==> src/rtl/vec_store_unit.sv <==
// rtl/vec_store_unit.sv - Serialises a captured V-lane vector into one memory write per lane (optional lane mask: VEC_STORE_MASK_EN)
module vec_store_unit #(
    parameter int N  = 8,
    parameter int V  = 16,
    parameter int AW = 16
) (
    input  logic                  clk,
    input  logic                  rst,
    input  logic                  start,
    input  logic [AW-1:0]         base_addr,
    input  logic [V-1:0][N-1:0]   data_in,
`ifdef VEC_STORE_MASK_EN
    input  logic [V-1:0]          lane_mask,
`endif
    input  logic                  mem_ready,
    output logic                  mem_we,
    output logic [AW-1:0]         mem_addr,
    output logic [N-1:0]          mem_wdata,
    output logic                  busy,
    output logic                  done
);

    localparam int LW = (V > 1) ? $clog2(V) : 1;

    localparam logic [1:0] S_IDLE  = 2'd0;
    localparam logic [1:0] S_STORE = 2'd1;
    localparam logic [1:0] S_DONE  = 2'd2;

    localparam logic [LW-1:0] LAST_LANE = LW'(V - 1);

    logic [1:0]           state_q, state_d;
    logic [LW-1:0]        lane_q, lane_d;
    logic [AW-1:0]        base_q, base_d;
    logic [V-1:0][N-1:0]  data_q, data_d;
    logic                 lane_en;

`ifdef VEC_STORE_MASK_EN
    logic [V-1:0]         mask_q, mask_d;

    // Current lane is written only when its captured mask bit is set
    always_comb begin
        lane_en = mask_q[lane_q];
    end
`else
    // Every lane is written
    always_comb begin
        lane_en = 1'b1;
    end
`endif

    // Next-state: capture on accepted start, walk lanes on handshake or masked skip
    always_comb begin
        state_d = state_q;
        lane_d  = lane_q;
        base_d  = base_q;
        data_d  = data_q;
`ifdef VEC_STORE_MASK_EN
        mask_d  = mask_q;
`endif
        case (state_q)
            S_IDLE: begin
                if (start) begin
                    base_d  = base_addr;
                    data_d  = data_in;
`ifdef VEC_STORE_MASK_EN
                    mask_d  = lane_mask;
`endif
                    lane_d  = '0;
                    state_d = S_STORE;
                end
            end
            S_STORE: begin
                // A masked lane does not wait for memory so addresses stay sequential in time
                if (mem_ready || !lane_en) begin
                    if (lane_q == LAST_LANE) begin
                        state_d = S_DONE;
                    end else begin
                        lane_d = lane_q + LW'(1);
                    end
                end
            end
            S_DONE: begin
                state_d = S_IDLE;
            end
            default: begin
                state_d = S_IDLE;
            end
        endcase
    end

    // State registers; reset wins over everything including start
    always_ff @(posedge clk) begin
        if (rst) begin
            state_q <= S_IDLE;
            lane_q  <= '0;
            base_q  <= '0;
            data_q  <= '0;
`ifdef VEC_STORE_MASK_EN
            mask_q  <= '0;
`endif
        end else begin
            state_q <= state_d;
            lane_q  <= lane_d;
            base_q  <= base_d;
            data_q  <= data_d;
`ifdef VEC_STORE_MASK_EN
            mask_q  <= mask_d;
`endif
        end
    end

    // Memory port is driven only in STORE and forced to zero elsewhere
    always_comb begin
        mem_we    = 1'b0;
        mem_addr  = '0;
        mem_wdata = '0;
        if (state_q == S_STORE) begin
            mem_we    = lane_en;
            mem_addr  = base_q + AW'(lane_q);
            mem_wdata = data_q[lane_q];
        end
    end

    // Status outputs
    always_comb begin
        busy = (state_q == S_STORE) || (state_q == S_DONE);
        done = (state_q == S_DONE);
    end

endmodule

==> config.mk <==
export PLATFORM = sky130hd
export DESIGN_NAME = vec_store_unit
export DESIGN_NICKNAME = d
export VERILOG_FILES = /design/src/rtl/vec_store_unit.sv
export SDC_FILE = /design/constraint.sdc
export NUM_CORES = 1
export LEC_CHECK = 0
export ABC_AREA = 0
export CAP_MARGIN = 20
export CORE_ASPECT_RATIO = 0.6
export CORE_UTILIZATION = 44
export DETAILED_ROUTE_END_ITERATION = 10
export PLACE_DENSITY_LB_ADDON = 0.08
export SLEW_MARGIN = 20
export SYNTH_ARGS = -nofsm -noshare
export SYNTH_HDL_FRONTEND = slang
export SYNTH_SLANG_ARGS = --single-unit
==> constraint.sdc <==
create_clock -name clk -period 2.2 [get_ports clk]
set_input_delay 0.44 -clock clk [delete_from_list [all_inputs] [get_ports clk]]
set_output_delay 0.44 -clock clk [all_outputs]
set_load 0.02 [all_outputs]
; ---- After elaboration in Yosys (flattened, before gate mapping)
; Cells that the tools add are included.
[classes]
addsub = 2
order_cmp = 1
eq_ne = 7
n_mux = 13
reduce_logical = 6
[ops]
columns = op, count
row1 = $bmux W8 S4, 1
row2 = $add A16 B4 Y16, 1
row3 = $mux W16, 1
row4 = $mux W8, 2
row5 = $mux W4, 3
row6 = $ne A2 B2 Y1 const B, 4
row7 = $pmux W4 S2, 1
row8 = $mux W2, 3
row9 = $lt A4 B5 Y1 const B, 1
row10 = $add A4 B1 Y4 const B, 1
row11 = $eq A4 B4 Y1 const B, 1
row12 = $pmux W2 S2, 1
row13 = $reduce_and A4 Y1, 1
row14 = $reduce_and A3 Y1, 1
row15 = $eq A2 B1 Y1 const B, 1
row16 = $eq A2 B2 Y1 const B, 1
row17 = $logic_not A2 Y1, 1
row18 = $reduce_and A2 Y1, 1
row19 = $reduce_bool A2 Y1, 1
row20 = $logic_or A1 B1 Y1, 1
row21 = $mux W1, 1
[word_totals]
ff_bits = 150
input_bits = 148
output_inout_bits = 27

; ---- Depth between registers and ports, before layout
; Gate-level depths: netlist (run 1).
[logic_depth]
depth_word = 4
mapped_depth = 8

; ---- Worst setup path before layout (run 1)
; Ideal clock, no wire load.
[synth_timing]
path_type = register to output
from = register lane_q[1]
to = output mem_addr[8]
t_arrival_ns = 1.987
required_time_ns = 1.760
setup_slack_ns = -0.227
stages_incl_launch_ff = 9
path_buffers = 1
path_cell_list = dfxtp_1 buf_2 inv_2 fa_1 nor2b_1 o21ai_1 a211oi_1 xor2_1 and2_1
[synth_between]
elab_chain_len = 2
[synth_lines]
columns = element, line
row1 = start: declaration, 32  ; logic [LW-1:0] lane_q, lane_d;
row2 = start signal: assignment, 103  ; lane_q <= lane_d;
row3 = $add A16 B4 Y16, 119  ; mem_addr = base_q + AW'(lane_q);
row4 = $mux W16, 117  ; if (state_q == S_STORE) begin
row5 = end: declaration, 17  ; output logic [AW-1:0] mem_addr,
; Every way passes these cells.

; ---- Worst setup path in the final report (run 1)
[layout_timing]
from = register base_q[0]
to = output mem_addr[6]
[layout_between]
elab_chain_len = 2
[layout_lines]
columns = element, line
row1 = start: declaration, 33  ; logic [AW-1:0] base_q, base_d;
row2 = start signal: assignment, 104  ; base_q <= base_d;
row3 = $add A16 B4 Y16, 119
row4 = $mux W16, 117
; Every way passes these cells.

==> flow_metrics.tcl, run 1 <==
set metrics [dict create \
    worstSetupPathType "register to output port" \
    min_to "base_q[8]" \
    ys_types 38 \
    htreeDepth 4 \
    crit_buf_inv 3 \
    first_pass_iters 5 \
    dp_hpwl_um 14100 \
    clk_pin_slew_ns 0.07 \
    r2r_setup_slack_ns 0.26 \
    rsz0062_at_grt "true" \
    grt_pass1_vias 6183 \
    n_antenna_cell 0 \
    synth-seq-area-share_pct 44.3 \
    cp.required_ns 1.76 \
    postCtsHoldBufs 0 \
    fmax_mhz 370 \
    hp-start "rst" \
    area_growth_pct 50.9 \
    cp_top_family "adder cells" \
    overflow 0 \
    die_area_um2 15900 \
    crit_slowest_cell "fa_2" \
    r2r-end "data_q[20]" \
    syn-num-nets 1010 \
    track_usage_pct 26.7 \
    netlist_area_um2 6790 \
    drtIter0Drc 587 \
    synth_ff_type "dfxtp_1" \
    cts_root_buf "clkbuf_16" \
    finalHoldViolCount 0 \
    tritoncts "built" \
    fin_ws_ns -0.505 \
    vias_per_cell 5.29 \
    core-area_um2 14800 \
    ant_nets 0 \
    grt_max_degree 84 \
    place_congestion 0.835 \
    slew_viol_final 0 \
    syn_avg_cell_area_um2 7.95 \
    ir_drop_v 0.000567 \
    finalNetCount 1210 \
    setup_viol 21 \
    end_kind "output port" \
    pre_cts_slack_ns -0.606 \
    reg2reg_depth 7 \
    drc_errors 0 \
    cp_max_fo 6 \
    wire_per_inst_um 16.8 \
    hold_class "input port to register" \
    hold_depth 2 \
    postSynth.asyncResetShare_pct 0 \
    cp_data_arrival_time_ns 2.26 \
    die_x_um 162 \
    ios 175 \
    crit_path_start_kind "register" \
    synth-seq-cells 150 \
    placed_cells 1218 \
    relSlewSlack_pct 71.1 \
    nFillCells 1198 \
    p_per_area_nw_per_um2 695 \
    fp.dieH_um 98.2 \
    timing.rr.start "state_q[0]" \
    yosys_warnings 0 \
    cts.sinks 150 \
    synth_edf_count 0 \
    fin_setup_tns_ns -7.82 \
    period_needed_ns 2.70 \
    layout-drive-gt1-share_pct 20.0 \
    grt_pass1_wl_um 32800 \
    path_cells "ha_4 -> inv_2 -> fa_2 -> nor2b_4 -> o21ai_4 -> buf_4 -> a21oi_2 -> xor2_1 -> and2_1 -> buf_6" \
    violations "negative setup slack" \
    p_leak_nw 3.92 \
    antenna_found_initial 0 \
    clockBufferDepth 2 \
    cpPeakStageDelay_ns 0.37 \
    clk_latency_ns 0.42 \
    cts_made_buffers 17 \
    rows 34 \
    place.port_buffers 174 \
    outcome "complete, but fails checks" \
    vias 6689 \
    stdcell_count 1264 \
    worst_pin_slew_ns 0.421 \
    cap_violations 0 \
    period_share_pct 123 \
    skew_ns 0.0111 \
    power.total_mw 7.11 \
    wl_um 21200 \
    syn_inst 853 \
    initial_core_util_pct 46.0 \
]
==> worst max-delay path by stage <==
stage	depth (start not counted)	start	endpoint
floorplan	8	lane_q[0]	mem_addr[8]
global placement	9	lane_q[0]	mem_addr[8]
detailed placement	9	base_q[0]	mem_addr[12]
CTS	9	base_q[0]	mem_addr[12]
global route	9	base_q[0]	mem_addr[12]
finish	10	base_q[0]	mem_addr[6]
==> sequential cells by signal (all words and copies together) (netlist names) <==
register  count
data_q      128
base_q       16
lane_q        4
state_q       2
==> cells by family (layout without fill, tap and decap cells) <==
logic type | after synthesis | count (layout) | share of synthesized area [%]
AND/OR/NAND/NOR | 364 | 364 | 21.9
multiplexers | 46 | 46 | 10.5
XOR/XNOR | 11 | 11 | 1.42
adder cells (fa/ha/maj) | 9 | 9 | 1.77
flip-flops | 150 | 150 | 44.3
AO/OA/AOI/OAI | 200 | 200 | 15.8
buffers and inverters | 73 | 286 | 4.39
==> cell usage after synthesis (2+ instances only) <==
library cell  count  area [µm²]
nand2_1         305        1140
a21oi_1         155         776
dfxtp_1         150        3000
clkbuf_1         46         173
mux2i_1          26         260
mux4_2           20         450
and2_1           15        93.8
a211oi_1         14         105
o21ai_0          12        60.1
a22oi_1          10        75.1
nand3_1          10        50.1
nor2_1           10        37.5
ha_1              8         100
inv_1             8        30.0
nor2b_1           8        50.1
buf_2             7        35.0
buf_1             6        22.5
xnor2_1           6        52.6
nor3_1            5        25.0
xor2_1            5        43.8
buf_4             4        30.0
nand4_1           3        18.8
a21o_1            2        15.0
a31oi_1           2        12.5
and3_1            2        12.5
o21ai_1           2        10.0
==> metrics by stage <==
stage | hold WS [ns] | instance area, µm² | util [%]
after global routing | 0.446 | 10200 | 69.3
after detailed placement | 0.443 | 9140 | 61.9
after floorplan | 0.432 | 6890 | -
final | 0.446 | 10200 | 69.3
after CTS | 0.435 | 9980 | 67.6
after global placement | 0.441 | 9140 | 61.9
==> cell type report <==
cell class	count	area (µm²)	area share, %
clock inverters	14	178	1.74
well taps	198	248	2.42
clock buffers	18	439	4.29
flip-flops and latches	150	3020	29.5
repair buffers	244	2500	24.4
inverters	10	37.5	0.367
multi-input cells	630	3820	37.3
==> placed cells by master, fill, tap and decap left out, types with 6 or more instances in the layout <==
master | synthesis | layout
nand2_1 | 305 | 301
a21oi_1 | 155 | 152
clkdlybuf4s50_1 | 0 | 146
dfxtp_1 | 150 | 144
buf_4 | 4 | 58
mux4_2 | 20 | 20
clkbuf_16 | 0 | 19
buf_6 | 0 | 19
mux2i_1 | 26 | 18
a22oi_1 | 10 | 10
a211oi_2 | 0 | 10
buf_12 | 0 | 10
nor2_1 | 10 | 9
nand3_1 | 10 | 9
inv_1 | 8 | 7
and2_1 | 15 | 7
o21ai_1 | 2 | 7
and2_4 | 0 | 7
inv_6 | 0 | 6
==> power by group <==
part	leakage, nW	switching (mW)	total [mW]	internal [mW]
Clock	0.298	1.33	2.99	1.66
Sequential	1.24	0.106	3.00	2.89
Combinational	2.38	0.549	1.12	0.573
==> repair_timing <==
action / 4_1_cts / 5_1_grt
gates cloned: 2 / 2
endpoints found under the setup margin: 26 / 24
pin swaps: 35 / 25
gates resized for setup: 167 / 47
setup buffers: 4 / 6
==> layer usage <==
layer	vias up	global-route usage [%]	routed length (µm)
met2	266	36.9	8900
met3	11	4.89	1570
met5	-	0	0
met1	3125	42.0	10600
met4	0	6.02	128
li1	3287	-	-
No activity file was read; power rests on OpenSTA's default activity.
==> run 2: changes to the inputs <==
Settings changed: CTS_CLUSTER_SIZE set to 20, GPL_TIMING_DRIVEN set to 0.
==> run 2 against run 1 <==
Effect of this change: cell count rose by 0.24%; sequential share of layout area rose by 0.88 points; critical path type unchanged; the run still ends with negative setup slack left; via count rose by 0.24%.
==> flow_metrics.tcl, run 2 (synthesized netlist as in run 1, its figures left out) <==
set metrics [dict create \
    outcome "complete, but fails checks" \
    violations "negative setup slack" \
    layout-drive-gt1-share_pct 17.2 \
    rsz0062_at_grt "true" \
    cp_data_arrival_time_ns 2.29 \
    n_antenna_cell 0 \
    clk_pin_slew_ns 0.06 \
    htreeDepth 4 \
    cp.required_ns 1.76 \
    final_cell_mix "nand2_1, a21oi_1, clkdlybuf4s50_1" \
    drtIter0Drc 541 \
    p_leak_nw 3.71 \
    skew_ns 0.00978 \
    top_regs "data_q x128, base_q x16, lane_q x4" \
    ant_nets 0 \
    worstSetupPathType "register to output port" \
    ios 175 \
    cap_violations 0 \
    vias_per_cell 5.29 \
    antenna_found_initial 0 \
    die_x_um 162 \
    end_kind "output port" \
    clockBufferDepth 2 \
    core-area_um2 14800 \
    placed_cell_area_um2 8870 \
    finalHoldViolCount 0 \
    finalNetCount 1213 \
    grt_pass1_vias 6225 \
    dp_hpwl_um 15600 \
    largest_register_ffs 128 \
    grt_max_degree 17 \
    period_share_pct 124 \
    place.port_buffers 173 \
    area_growth_pct 46.9 \
    cp_max_fo 4 \
    layout_commonest_cell "nand2_1" \
    wl_um 21500 \
    grt_pass1_wl_um 32700 \
    fin_ws_ns -0.529 \
    postCtsHoldBufs 0 \
    crit_path_start_kind "register" \
    period_needed_ns 2.73 \
    fp.dieH_um 98.2 \
    clk_latency_ns 0.42 \
    track_usage_pct 27.1 \
    first_pass_iters 7 \
    place_congestion 0.836 \
    cts.sinks 150 \
    design_area_um2 9970 \
    ir_drop_v 0.000666 \
    vias 6705 \
    worst_pin_slew_ns 0.714 \
    initial_core_util_pct 46.0 \
    fmax_mhz 366 \
    relSlewSlack_pct 52.4 \
    p_per_area_nw_per_um2 711 \
    largest_register "data_q" \
    die_area_um2 15900 \
    cts_made_buffers 17 \
    rows 34 \
    tritoncts "built" \
    cts_root_buf "clkbuf_16" \
    pre_cts_slack_ns -0.837 \
    overflow 0 \
    slew_viol_final 0 \
    drc_errors 0 \
    nFillCells 1224 \
    hold_class "register to register" \
    wire_per_inst_um 17.0 \
    setup_viol 21 \
]
==> run 2: cell count changes in the layout (fill, tap and decap cells not counted), moves of 3 or more <==
cell	before	now
clkbuf_1	0	34
buf_4	58	15
o21ai_0	3	6
buf_12	10	4
buf_2	2	8
clkbuf_2	0	11
o21ai_1	7	3
mux2i_2	4	1
dfxtp_1	144	141
clkinv_4	0	3
buf_16	3	0
clkinv_8	4	0
mux2i_1	18	21
==> run 2: worst max-delay path: stages, from the launching register on <==
cell and delay (ns):
dfxtp_4 0.36, ha_4 0.30, o21ai_2 0.07, o21ai_2 0.20, or4b_4 0.51, xnor2_2 0.17
and2_4 0.16, buf_6 0.11
==> run 2: cell type report <==
class	count	area, µm²	area share (%)
Clock inverter	13	156	1.57
Inverter	10	47.5	0.477
Timing Repair Buffer	186	1820	18.3
Clock buffer	19	453	4.54
Sequential cell	150	3030	30.4
Buffer	61	388	3.89
Tap cell	198	248	2.49
Multi-Input combinational cell	630	3830	38.4
==> run 2: worst paths after layout <==
check / start / end / slack (ns) / cells past startpoint
worst max-delay path: lane_q[2] / mem_addr[15] / -0.53 / 7
worst min-delay path: data_q[13] / data_q[13] / 0.45 / 2
worst max register to register: state_q[1] / data_q[24] / 0.10 / 8
worst min register to register: data_q[13] / data_q[13] / 0.45 / 2
==> run 2: through the flow <==
| step | TNS, ns | std cells | total power, mW | hold slack, ns | utilization (%) |
|---|---|---|---|---|---|
| detailed placement | -36.00 | 1224 | 4.06 | 0.443 | 60.1 |
| CTS | -8.44 | 1263 | 7.05 | 0.451 | 66.4 |
| global route | -9.80 | 1267 | 7.35 | 0.467 | 67.5 |
| global placement | -32.52 | 1224 | 4.05 | 0.439 | 60.1 |
| finish | -8.07 | 1267 | 7.09 | 0.453 | 67.5 |
| floorplan | -0.0252 | 853 | 3.56 | 0.432 | - |
==> run 2: power breakdown <==
| part | switching [mW] | total (mW) | internal (mW) | leakage [nW] |
|---|---|---|---|---|
| clock network | 1.24 | 3.00 | 1.76 | 0.293 |
| logic | 0.545 | 1.07 | 0.530 | 2.18 |
| registers | 0.121 | 3.01 | 2.89 | 1.24 |
==> run 2: what timing repair did <==
action	in CTS	in global routing
endpoints found under the setup margin	84	76
pin swaps	15	20
gates resized for setup	190	61
setup buffers	9	4
==> run 2: metal layers <==
| metal | vias to the layer above | GRT usage, % | routed length (µm) |
|---|---|---|---|
| met1 | 3126 | 42.1 | 10700 |
| li1 | 3285 | - | - |
| met5 | - | 0 | 0 |
| met3 | 24 | 6.24 | 1820 |
| met2 | 270 | 36.9 | 8690 |
| met4 | 0 | 7.33 | 297 |
